## src/rtl/heart_rate_meter.sv

```systemverilog
// heart_rate_meter: counts synchronised beat_in rising edges over WINDOW_TICKS timebase ticks.
// Optional refractory lockout on counted beats is built only when HR_LOCKOUT_EN is defined.
module heart_rate_meter #(
    parameter int unsigned WINDOW_TICKS = 12,
    parameter int unsigned CNT_W        = 8,
    parameter int unsigned SYNC_STAGES  = 2
`ifdef HR_LOCKOUT_EN
    ,
    parameter int unsigned LOCKOUT_CYC  = 200
`endif
) (
    input  logic             clk,
    input  logic             rst,
    input  logic             tick,
    input  logic             beat_in,
    input  logic             enable,
    output logic [CNT_W-1:0] rate,
    output logic             rate_valid,
    output logic             rate_ovf,
    output logic             busy
);

    localparam int unsigned TCNT_W = (WINDOW_TICKS > 1) ? $clog2(WINDOW_TICKS) : 1;
    localparam logic [TCNT_W-1:0] TCNT_LAST = TCNT_W'(WINDOW_TICKS - 1);

    typedef enum logic [1:0] {
        IDLE,
        ARMED,
        MEASURE,
        REPORT
    } state_t;

    state_t                 state_q, state_d;
    logic [SYNC_STAGES-1:0] sync_q;
    logic                   prev_q;
    logic                   beat_edge;
    logic                   cnt_edge;
    logic [CNT_W-1:0]       acc_q, acc_d, acc_inc;
    logic [CNT_W-1:0]       rate_q, rate_d;
    logic [TCNT_W-1:0]      tcnt_q, tcnt_d;
    logic                   wovf_q, wovf_d;
    logic                   ovf_q, ovf_d;

    always_ff @(posedge clk) begin
        if (rst) begin
            sync_q <= '0;
            prev_q <= 1'b0;
        end else begin
            sync_q <= {sync_q[SYNC_STAGES-2:0], beat_in};
            prev_q <= sync_q[SYNC_STAGES-1];
        end
    end

    assign beat_edge = sync_q[SYNC_STAGES-1] & ~prev_q;

`ifdef HR_LOCKOUT_EN
    localparam int unsigned LK_W = (LOCKOUT_CYC > 0) ? $clog2(LOCKOUT_CYC + 1) : 1;

    logic [LK_W-1:0] lock_q, lock_d;

    // Lockout runs regardless of FSM state; an edge arriving as the counter reaches zero is accepted.
    assign cnt_edge = beat_edge && (lock_q == '0);

    always_comb begin
        lock_d = lock_q;
        if (cnt_edge) begin
            lock_d = LK_W'(LOCKOUT_CYC);
        end else if (lock_q != '0) begin
            lock_d = lock_q - 1'b1;
        end
    end

    always_ff @(posedge clk) begin
        if (rst) begin
            lock_q <= '0;
        end else begin
            lock_q <= lock_d;
        end
    end
`else
    assign cnt_edge = beat_edge;
`endif

    assign acc_inc = (acc_q == '1) ? acc_q : acc_q + 1'b1;

    always_comb begin
        state_d = state_q;
        acc_d   = acc_q;
        tcnt_d  = tcnt_q;
        wovf_d  = wovf_q;
        rate_d  = rate_q;
        ovf_d   = ovf_q;
        case (state_q)
            IDLE: begin
                if (enable) begin
                    state_d = ARMED;
                end
            end
            ARMED: begin
                if (!enable) begin
                    state_d = IDLE;
                end else if (tick) begin
                    acc_d   = '0;
                    tcnt_d  = '0;
                    wovf_d  = 1'b0;
                    state_d = MEASURE;
                end
            end
            MEASURE: begin
                if (!enable) begin
                    state_d = IDLE;
                end else begin
                    if (cnt_edge) begin
                        acc_d  = acc_inc;
                        wovf_d = wovf_q | (acc_q == '1);
                    end
                    // Closing tick publishes acc_d so an edge on this same cycle is included.
                    if (tick) begin
                        if (tcnt_q == TCNT_LAST) begin
                            rate_d  = acc_d;
                            ovf_d   = wovf_d;
                            state_d = REPORT;
                        end else begin
                            tcnt_d = tcnt_q + 1'b1;
                        end
                    end
                end
            end
            REPORT: begin
                tcnt_d  = '0;
                wovf_d  = 1'b0;
                acc_d   = (enable && cnt_edge) ? CNT_W'(1) : '0;
                state_d = enable ? MEASURE : IDLE;
            end
            default: state_d = IDLE;
        endcase
    end

    always_ff @(posedge clk) begin
        if (rst) begin
            state_q <= IDLE;
            acc_q   <= '0;
            tcnt_q  <= '0;
            wovf_q  <= 1'b0;
            rate_q  <= '0;
            ovf_q   <= 1'b0;
        end else begin
            state_q <= state_d;
            acc_q   <= acc_d;
            tcnt_q  <= tcnt_d;
            wovf_q  <= wovf_d;
            rate_q  <= rate_d;
            ovf_q   <= ovf_d;
        end
    end

    assign rate       = rate_q;
    assign rate_ovf   = ovf_q;
    assign rate_valid = (state_q == REPORT);
    assign busy       = (state_q == ARMED) || (state_q == MEASURE);

endmodule

```

## config.mk

```make
export PLATFORM = sky130hd
export DESIGN_NAME = heart_rate_meter
export DESIGN_NICKNAME = d
export VERILOG_FILES = /design/src/rtl/heart_rate_meter.sv
export SDC_FILE = /design/constraint.sdc
export NUM_CORES = 1
export LEC_CHECK = 0
export CAP_MARGIN = 20
export CORE_ASPECT_RATIO = 0.6
export CORE_MARGIN = 8
export CORE_UTILIZATION = 35
export CTS_CLUSTER_DIAMETER = 60
export CTS_CLUSTER_SIZE = 14
export DETAILED_ROUTE_END_ITERATION = 8
export DONT_BUFFER_PORTS = 1
export GPL_TIMING_DRIVEN = 0
export PLACE_DENSITY = 0.55
export SYNTH_ARGS = -nofsm -noshare
export SYNTH_HDL_FRONTEND = slang
export SYNTH_SLANG_ARGS = --single-unit
```

## constraint.sdc

```tcl
create_clock -name clk -period 1.6 [get_ports clk]
set_input_delay 0.32 -clock clk [delete_from_list [all_inputs] [get_ports clk]]
set_output_delay 0.32 -clock clk [all_outputs]
set_load 0.02 [all_outputs]
```

==> results of run 1 <==
[power by group]
part           switching [W]  leakage (nW)  total, W  internal [W]
clock               0.000232        0.0261  0.000415      0.000183
sequential         0.0000122         0.222  0.000694      0.000681
combinational       0.000113         0.423  0.000210     0.0000972
[timing repair]
action | CTS | global route
resized for setup | 29 | 19
endpoints found under the hold margin | 0 | 0
hold buffers | 0 | 0
setup buffers | 13 | 2
pin swaps | 13 | 9
endpoints found under the setup margin | 20 | 21
[logic make-up (layout without fill, tap and decap cells)]
kind of cell    Yosys count  after routing  share of synthesized area, %
simple gates             65             65                          25.4
compound gates           46             46                          22.0
flops                    27             27                          37.1
buf+inv                  13             31                          4.21
fa+ha+maj                 7              7                          6.01
mux                       5              5                          3.44
xor+xnor                  3              3                          1.80
[state kept, by name, summed over array words and instances (netlist names)]
signal / count
state_q: 2
tcnt_q: 4
prev_q: 1
rate: 8
acc_q: 8
rate_ovf: 1
sync_q: 2
wovf_q: 1
[metrics by stage]
step | instance area, um^2 | hold slack (ns) | setup slack (ns) | std cells
after floorplan | 1470 | 0.414 | -0.0162 | 166
after global placement | 1530 | 0.439 | -0.440 | 216
after detailed placement | 1530 | 0.441 | -0.463 | 216
after CTS | 1780 | 0.178 | -0.0293 | 232
after global routing | 1870 | 0.167 | -0.107 | 234
final | 1870 | 0.177 | -0.0907 | 234
[how the worst min path moves through the flow]
stage               slack [ns]  depth (start not counted)                  from              endpoint
global placement          0.44                          1  sync_q[0]$_SDFF_PP0_  sync_q[1]$_SDFF_PP0_
detailed placement        0.44                          1  sync_q[0]$_SDFF_PP0_  sync_q[1]$_SDFF_PP0_
global route              0.17                          1               beat_in  sync_q[0]$_SDFF_PP0_
floorplan                 0.41                          1  sync_q[0]$_SDFF_PP0_  sync_q[1]$_SDFF_PP0_
CTS                       0.18                          1               beat_in  sync_q[0]$_SDFF_PP0_
finish                    0.18                          1               beat_in  sync_q[0]$_SDFF_PP0_
[per-layer routing]
metal / up-vias / wire length, um
met5: - / 0
met4: 0 / 13
met3: 2 / 224
met2: 34 / 2010
met1: 678 / 1860
li1: 658 / -
[cell type report]
cell class	count	area share (%)
multi-input cells	126	54.2
flip-flops and latches	27	29.6
repair buffers	15	6.43
well taps	50	3.35
plain buffers	8	2.82
clock buffers	3	2.21
inverters	4	0.938
clock inverters	1	0.469
[cell usage in the layout, fill, tap and decap left out, drive strengths merged, types with 2 or more instances in the layout]
cell    count
a211oi      4
o21ai       7
a21o        2
and3        4
nor2b       5
o31ai       2
nand4       2
buf        21
o211ai      3
a21oi      11
or3         4
nor3        8
ha          7
clkbuf      5
inv         5
nand3       5
o22ai       4
xnor2       2
dfxtp      27
o32ai       2
o21a        2
nor2       11
nand2b      6
nand2       8
a311oi      2
and4b       2
nand4b      3
nand3b      2
mux2i       5
and4        2
==> flow_summary.json, run 1 <==
{
  "critical_path.reg2reg.endpoint": "tcnt_q[3]$_SDFFE_PP0P_",
  "fp.dieW_um": 99.3,
  "htree_levels": 1,
  "detail_route.vias_per_cell": 5.86,
  "finish.utilization_pct": 46.0,
  "achievable-frequency_ghz": 0.591,
  "fin_skew_ns": 0.00993,
  "layout.nets": 197,
  "die_height_um": 66.0,
  "design.die.area_um2": 6550,
  "result_of_the_run": "complete, but fails checks",
  "hpwl_mm": 2.70,
  "route.antenna.remaining_nets": 0,
  "reg2regPathDepth": 6,
  "clkSinkCount": 27,
  "rsz0062_at_grt": "true",
  "hold_violations_final": 0,
  "finalWorstPathRequiredPeriod_ns": 1.69,
  "total_leakage_power_nw": 0.671,
  "global_route.usage.met1_pct": 15.3,
  "fp_rows": 18,
  "timing.final.setup_violations": 5,
  "yosys_register_bits": 27,
  "drt-wirelength-per-cell_um": 17.6,
  "route.final.wire_length_mm": 4.11,
  "placement.io_buffers": 0,
  "crit_path_end_kind": "flip-flop",
  "drive_gt1_share_pct": 33.2,
  "cp_data_required_time_ns": 1.83,
  "groute.usage.overall_pct": 12.5,
  "grt.busiest_layer": "met2",
  "detailedRoute.firstPassIterationCount": 4,
  "clk_transition_reported_paths_ns": 0.10,
  "post-synth-top-count-cell": "dfxtp_1",
  "min_period_over_period_pct": 106,
  "grt_util_met3_pct": 3.89,
  "yosys.area.top_type_share_pct": 37.1,
  "ir_worst_vdd_mv": 0.366,
  "syn-num-nets": 178,
  "synthCells": 166,
  "cts_tree": "built",
  "multi_input_area_um2": 1010,
  "sequential_cell_area_um2": 553,
  "yosys_warnings": 0,
  "crit_path_cell_trace": "inv_4, ha_4, mux2i_4, o21a_4, or4_4, a21boi_2",
  "ys_async_sr_fraction_pct": 0,
  "timing_worst_setup_path_type": "flip-flop to flip-flop",
  "critPathArrivalTime_ns": 1.92,
  "power_per_cell_area_nw_per_um2": 707,
  "postSynth.topFlopCell": "dfxtp_1",
  "crit_slowest_cell": "or4_4",
  "cts_buffers": 3,
  "total_number_of_cells_along_the_worst_setup_path": 6,
  "critical_path.startpoint": "state_q[0]$_SDFFE_PP0P_",
  "detailedRoute.firstIterationViolations": 167,
  "globalplace.congestion": 0.937,
  "mappedNetlistArea_um2": 1460,
  "violations": "setup timing",
  "final-max-slew-violation-count": 0,
  "antenna_found_initial": 0,
  "ctsRootBufferMaster": "clkbuf_8",
  "critical_path_buf_inv_count": 1,
  "grt_first_pass_wirelength_mm": 6.58,
  "post-route-drc-count": 0,
  "min-delay-path-class": "input port to flip-flop",
  "synth.largest_area_cell": "dfxtp_1",
  "clk_latency_ns": 0.28,
  "grt_remaining_overflow": 0,
  "most_numerous_cell_types_in_the_synthesized_netlist": "27 x dfxtp_1, 11 x nor2_1, 10 x a21oi_1",
  "post-layout-total-power_w": 0.00132,
  "largest_net_degree_at_the_start_of_global_routing": 18,
  "synth_edf_count": 0,
  "r2r-start": "state_q[0]$_SDFFE_PP0P_",
  "core_region_um2": 4050,
  "insertedDiodeCount": 0,
  "number_of_global_route_vias_before_repair": 1338,
  "final.fill_count": 378,
  "synth-seq-area-share_pct": 37.1,
  "grtUsageMet2_pct": 20.8,
  "max_slew.worst_pin.slew_ns": 0.495,
  "cp-start-kind": "flip-flop",
  "final.setup.tns_ns": -0.184,
  "syn_to_final_growth_pct": 28.2,
  "critical-path-max-stage-delay_ns": 0.49,
  "syn_area_per_cell_um2": 8.77,
  "initial_standard_cell_utilization_of_the_core_pct": 35.9,
  "drv_cap": 0,
  "cts.path.max_buffers": 2,
  "boundary_pin_count": 16,
  "crit_end": "tcnt_q[3]$_SDFFE_PP0P_",
  "maxSlewHeadroom_pct": 67.0,
  "yosys.cell_types.count": 46,
  "routed-via-count": 1372,
  "highest_net_fanout_along_the_worst_path": 4,
  "regToRegSetupSlack_ns": -0.09,
  "synthTopCellsByArea": "dfxtp_1 37%, ha_1 6.0%, a21oi_1 3.4%",
  "cpLargestDelayFamily": "simple AND/OR/NAND/NOR gates",
  "setup_slack_ns": -0.0907
}
(Power assumes the default switching activity.)
==> inputs of run 2 (changes only) <==
- MAX_ROUTING_LAYER: unset -> met4
- SETUP_SLACK_MARGIN: unset -> 0.3
==> flow_summary.json, run 2 (same netlist as run 1, synthesis figures left out) <==
{
  "ctsRootBufferMaster": "clkbuf_8",
  "crit_slowest_cell": "dfxtp_4",
  "fp.dieW_um": 99.3,
  "route.final.wire_length_mm": 4.13,
  "critPathArrivalTime_ns": 1.83,
  "layout.nets": 207,
  "cts_tree": "built",
  "critical-path-max-stage-delay_ns": 0.39,
  "cp_data_required_time_ns": 1.79,
  "cp-start-kind": "flip-flop",
  "detail_route.vias_per_cell": 5.73,
  "violations": "setup timing",
  "total_leakage_power_nw": 0.742,
  "post-layout-total-power_w": 0.00132,
  "placement.io_buffers": 0,
  "ir_worst_vdd_mv": 0.445,
  "clk_latency_ns": 0.27,
  "min_period_over_period_pct": 102,
  "initial_standard_cell_utilization_of_the_core_pct": 35.9,
  "drv_cap": 0,
  "largest_net_degree_at_the_start_of_global_routing": 15,
  "drive_gt1_share_pct": 45.4,
  "layout.cells.non_filler": 244,
  "result_of_the_run": "complete, but fails checks",
  "grt_first_pass_wirelength_mm": 6.81,
  "finalInstanceArea_um2": 2150,
  "power_per_cell_area_nw_per_um2": 615,
  "drt-wirelength-per-cell_um": 16.9,
  "clkSinkCount": 27,
  "final-max-slew-violation-count": 0,
  "post-place-cells": 216,
  "route.antenna.remaining_nets": 0,
  "grt_remaining_overflow": 0,
  "hpwl_mm": 2.75,
  "finalWorstPathRequiredPeriod_ns": 1.64,
  "hold_buffers": 0,
  "htree_levels": 1,
  "crit_path_end_kind": "flip-flop",
  "design.die.area_um2": 6550,
  "hold_violations_final": 0,
  "syn_to_final_growth_pct": 47.4,
  "antenna_found_initial": 0,
  "core_region_um2": 4050,
  "rsz0062_at_grt": "true",
  "detailedRoute.firstPassIterationCount": 4,
  "achievable-frequency_ghz": 0.611,
  "final_cell_mix": "21 x buf_4, 21 x dfxtp_1, 9 x nor2_1",
  "timing_worst_setup_path_type": "flip-flop to flip-flop",
  "max_slew.worst_pin.slew_ns": 0.544,
  "boundary_pin_count": 16,
  "maxSlewHeadroom_pct": 63.7,
  "cts.path.max_buffers": 2,
  "placement_stage_cell_area_um2": 1640,
  "highest_net_fanout_along_the_worst_path": 8,
  "die_height_um": 66.0,
  "crit_path_cell_trace": "inv_4, ha_4, buf_6, nand2_8, or3_1, clkbuf_8, o31ai_4",
  "timing.final.setup_violations": 5,
  "fin_skew_ns": 0.00617,
  "detailedRoute.firstIterationViolations": 132,
  "cts_buffers": 3,
  "setup_slack_ns": -0.0361,
  "routed-via-count": 1398,
  "final.fill_count": 355,
  "min-delay-path-class": "input port to flip-flop",
  "post-route-drc-count": 0,
  "globalplace.congestion": 0.934,
  "fp_rows": 18,
  "insertedDiodeCount": 0,
  "groute.usage.overall_pct": 13.4,
  "cpLargestDelayFamily": "simple AND/OR/NAND/NOR gates",
  "critical_path_buf_inv_count": 3,
  "number_of_global_route_vias_before_repair": 1317,
  "clk_transition_reported_paths_ns": 0.09
}
## run 2: cell count changes in the layout (fill, tap and decap cells not counted), moves of 3 or more
cell and delta:
ha_4 +3, o22ai_1 -3, o22ai_2 +3, buf_6 +4, a211oi_1 -3, a211oi_2 +3
buf_4 +7
## run 2: report_power, final
group | switching [W] | internal (W) | leakage, nW
sequential | 0.0000189 | 0.000678 | 0.222
clock | 0.000215 | 0.000179 | 0.0228
combinational | 0.000120 | 0.000109 | 0.497
total | 0.000354 | 0.000966 | 0.742
## run 2: final cells by class
class / count / area, um^2 / share of cell area, %
Inverter: 4 / 20.0 / 0.932
Tap cell: 50 / 62.6 / 2.91
Sequential cell: 27 / 558 / 26.0
Clock buffer: 4 / 45.0 / 2.10
Multi-Input combinational cell: 126 / 1190 / 55.2
Timing Repair Buffer: 24 / 203 / 9.44
Buffer: 9 / 72.6 / 3.38
## run 2: through the flow
stage               hold WS [ns]  worst slack (ns)  utilization (%)  setup TNS, ns
finish                     0.171           -0.0361             53.0        -0.0997
global route               0.172            -0.115             53.0         -0.708
CTS                        0.166           -0.0229             50.4        -0.0483
detailed placement         0.426            -0.151             40.3          -1.08
global placement           0.428            -0.203             40.3          -1.14
floorplan                  0.414            0.0768                -              0
## run 2: final timing paths
kind	startpoint	end	slack (ns)	depth (start not counted)
worst max-delay path	state_q[0]$_SDFFE_PP0P_	acc_q[7]$_SDFFE_PP0P_	-0.04	7
worst min-delay path	beat_in	sync_q[0]$_SDFF_PP0_	0.17	1
worst max register to register	state_q[0]$_SDFFE_PP0P_	acc_q[7]$_SDFFE_PP0P_	-0.04	7
worst min register to register	sync_q[0]$_SDFF_PP0_	sync_q[1]$_SDFF_PP0_	0.45	1
## run 2: per-layer routing
metal | track usage [%] | wire length (um) | vias to the layer above
li1 | - | - | 678
met1 | 16.9 | 1900 | 675
met2 | 20.6 | 1880 | 41
met3 | 4.73 | 329 | 4
met4 | 1.50 | 22 | 0
met5 | - | 0 | -
## run 2: repair_timing
action	CTS	global route
resized for setup	46	16
endpoints found under the setup margin	25	25
setup buffers	21	3
pin swaps	15	11
cloned	0	0
==> inputs of run 3 (changes only) <==
- DONT_BUFFER_PORTS: 1 -> unset
- PLACE_DENSITY: 0.55 -> 0.6
==> flow_summary.json, run 3 (same netlist as run 1, synthesis figures left out) <==
{
  "crit_slowest_cell": "dfxtp_4",
  "layout.nets": 226,
  "detailedRoute.firstIterationViolations": 170,
  "fp_rows": 18,
  "clk_transition_reported_paths_ns": 0.10,
  "regToRegSetupSlack_ns": -0.04,
  "cts.path.max_buffers": 2,
  "crit_path_end_kind": "flip-flop",
  "rsz0062_at_grt": "true",
  "post-place-cells": 229,
  "grt.busiest_layer": "met2",
  "min_period_over_period_pct": 102,
  "drive_gt1_share_pct": 44.1,
  "crit_path_cell_trace": "inv_4, ha_4, mux2i_2, o21a_4, or4_1, a21boi_1",
  "core_region_um2": 4050,
  "max_slew.worst_pin.slew_ns": 0.508,
  "ir_worst_vdd_mv": 0.409,
  "cts_buffers": 3,
  "detail_route.vias_per_cell": 5.76,
  "critPathArrivalTime_ns": 1.85,
  "finalWorstPathRequiredPeriod_ns": 1.64,
  "total_leakage_power_nw": 0.838,
  "ctsRootBufferMaster": "clkbuf_8",
  "insertedDiodeCount": 0,
  "design.die.area_um2": 6550,
  "maxSlewHeadroom_pct": 66.1,
  "hold_violations_final": 0,
  "finish.utilization_pct": 57.1,
  "layout.cells.non_filler": 263,
  "power_per_cell_area_nw_per_um2": 596,
  "largest_net_degree_at_the_start_of_global_routing": 15,
  "detailedRoute.firstPassIterationCount": 4,
  "placement.io_buffers": 13,
  "clk_latency_ns": 0.28,
  "route.final.wire_length_mm": 4.91,
  "syn_to_final_growth_pct": 59.0,
  "drv_cap": 0,
  "final-max-slew-violation-count": 0,
  "final_cell_mix": "21 x buf_4, 21 x dfxtp_1, 12 x buf_6",
  "routed-via-count": 1516,
  "fin_skew_ns": 0.00721,
  "cpLargestDelayFamily": "flip-flops",
  "groute.usage.overall_pct": 14.3,
  "critical_path_buf_inv_count": 1,
  "cp-start-kind": "flip-flop",
  "grt_remaining_overflow": 0,
  "fp.dieW_um": 99.3,
  "critical-path-max-stage-delay_ns": 0.40,
  "route.antenna.remaining_nets": 0,
  "drt-wirelength-per-cell_um": 18.7,
  "final.setup.tns_ns": -0.102,
  "result_of_the_run": "complete, but fails checks",
  "hold_buffers": 0,
  "grt_first_pass_wirelength_mm": 7.29,
  "boundary_pin_count": 16,
  "timing_worst_setup_path_type": "flip-flop to flip-flop",
  "violations": "setup timing",
  "hpwl_mm": 2.85,
  "global_route.usage.met1_pct": 17.7,
  "number_of_global_route_vias_before_repair": 1449,
  "antenna_found_initial": 0,
  "post-route-drc-count": 0,
  "grt_util_met3_pct": 3.68,
  "globalplace.congestion": 0.892,
  "cts_tree": "built",
  "grtUsageMet2_pct": 22.3,
  "min-delay-path-class": "input port to flip-flop",
  "htree_levels": 1,
  "highest_net_fanout_along_the_worst_path": 6,
  "timing.final.setup_violations": 6,
  "clkSinkCount": 27,
  "setup_slack_ns": -0.0368,
  "cp_data_required_time_ns": 1.82,
  "die_height_um": 66.0,
  "achievable-frequency_ghz": 0.611,
  "initial_standard_cell_utilization_of_the_core_pct": 35.9
}
[run 3: path summary, 6_finish.rpt]
path                                         startpoint                 endpoint  cells past startpoint
worst max-delay path            state_q[0]$_SDFFE_PP0P_   tcnt_q[3]$_SDFFE_PP0P_                      6
worst min register to register     sync_q[0]$_SDFF_PP0_     sync_q[1]$_SDFF_PP0_                      1
worst max register to register  state_q[0]$_SDFFE_PP0P_   tcnt_q[3]$_SDFFE_PP0P_                      6
worst min-delay path                             enable  state_q[1]$_SDFFE_PP0P_                      3
[run 3: layer usage]
| metal | wire [um] | up-vias |
|---|---|---|
| met2 | 2370 | 57 |
| met4 | 91 | 0 |
| met5 | 0 | - |
| li1 | - | 719 |
| met3 | 298 | 11 |
| met1 | 2160 | 729 |
[run 3: cell type report]
cell class              count  area [um^2]
plain buffers               9         75.1
clock buffers               4         45.0
fillers                   348         1740
inverters                   4         20.0
multi-input cells         126         1150
flip-flops and latches     27          556
well taps                  50         62.6
repair buffers             43          405
[run 3: per-stage QoR]
| stage | hold slack (ns) | instance area, um^2 | power, W | setup slack [ns] |
|---|---|---|---|---|
| floorplan | 0.414 | 1570 | 0.000840 | 0.0768 |
| global placement | 0.427 | 1770 | 0.000882 | -0.477 |
| detailed placement | 0.430 | 1770 | 0.000887 | -0.515 |
| CTS | 0.381 | 2140 | 0.00133 | -0.0100 |
| global route | 0.430 | 2320 | 0.00143 | -0.0812 |
| finish | 0.429 | 2320 | 0.00138 | -0.0368 |
[run 3: worst reg2reg max path, stage by stage, from the launching register on]
cell      delay (ns)
dfxtp_4         0.40
inv_4           0.05
ha_4            0.17
mux2i_2         0.19
o21a_4          0.24
or4_1           0.40
a21boi_1        0.12
[run 3: report_power, final]
group | total (W) | internal (W) | switching [W]
Clock | 0.000400 | 0.000179 | 0.000221
Combinational | 0.000286 | 0.000142 | 0.000144
Sequential | 0.000694 | 0.000680 | 0.0000146
Total | 0.00138 | 0.00100 | 0.000380
[run 3: timing repair]
action                                  CTS  global route
endpoints found under the hold margin     0             0
buffers inserted                         27             3
endpoints found under the setup margin   35            35
pin swaps                                19            15
gates resized for setup                  53            37
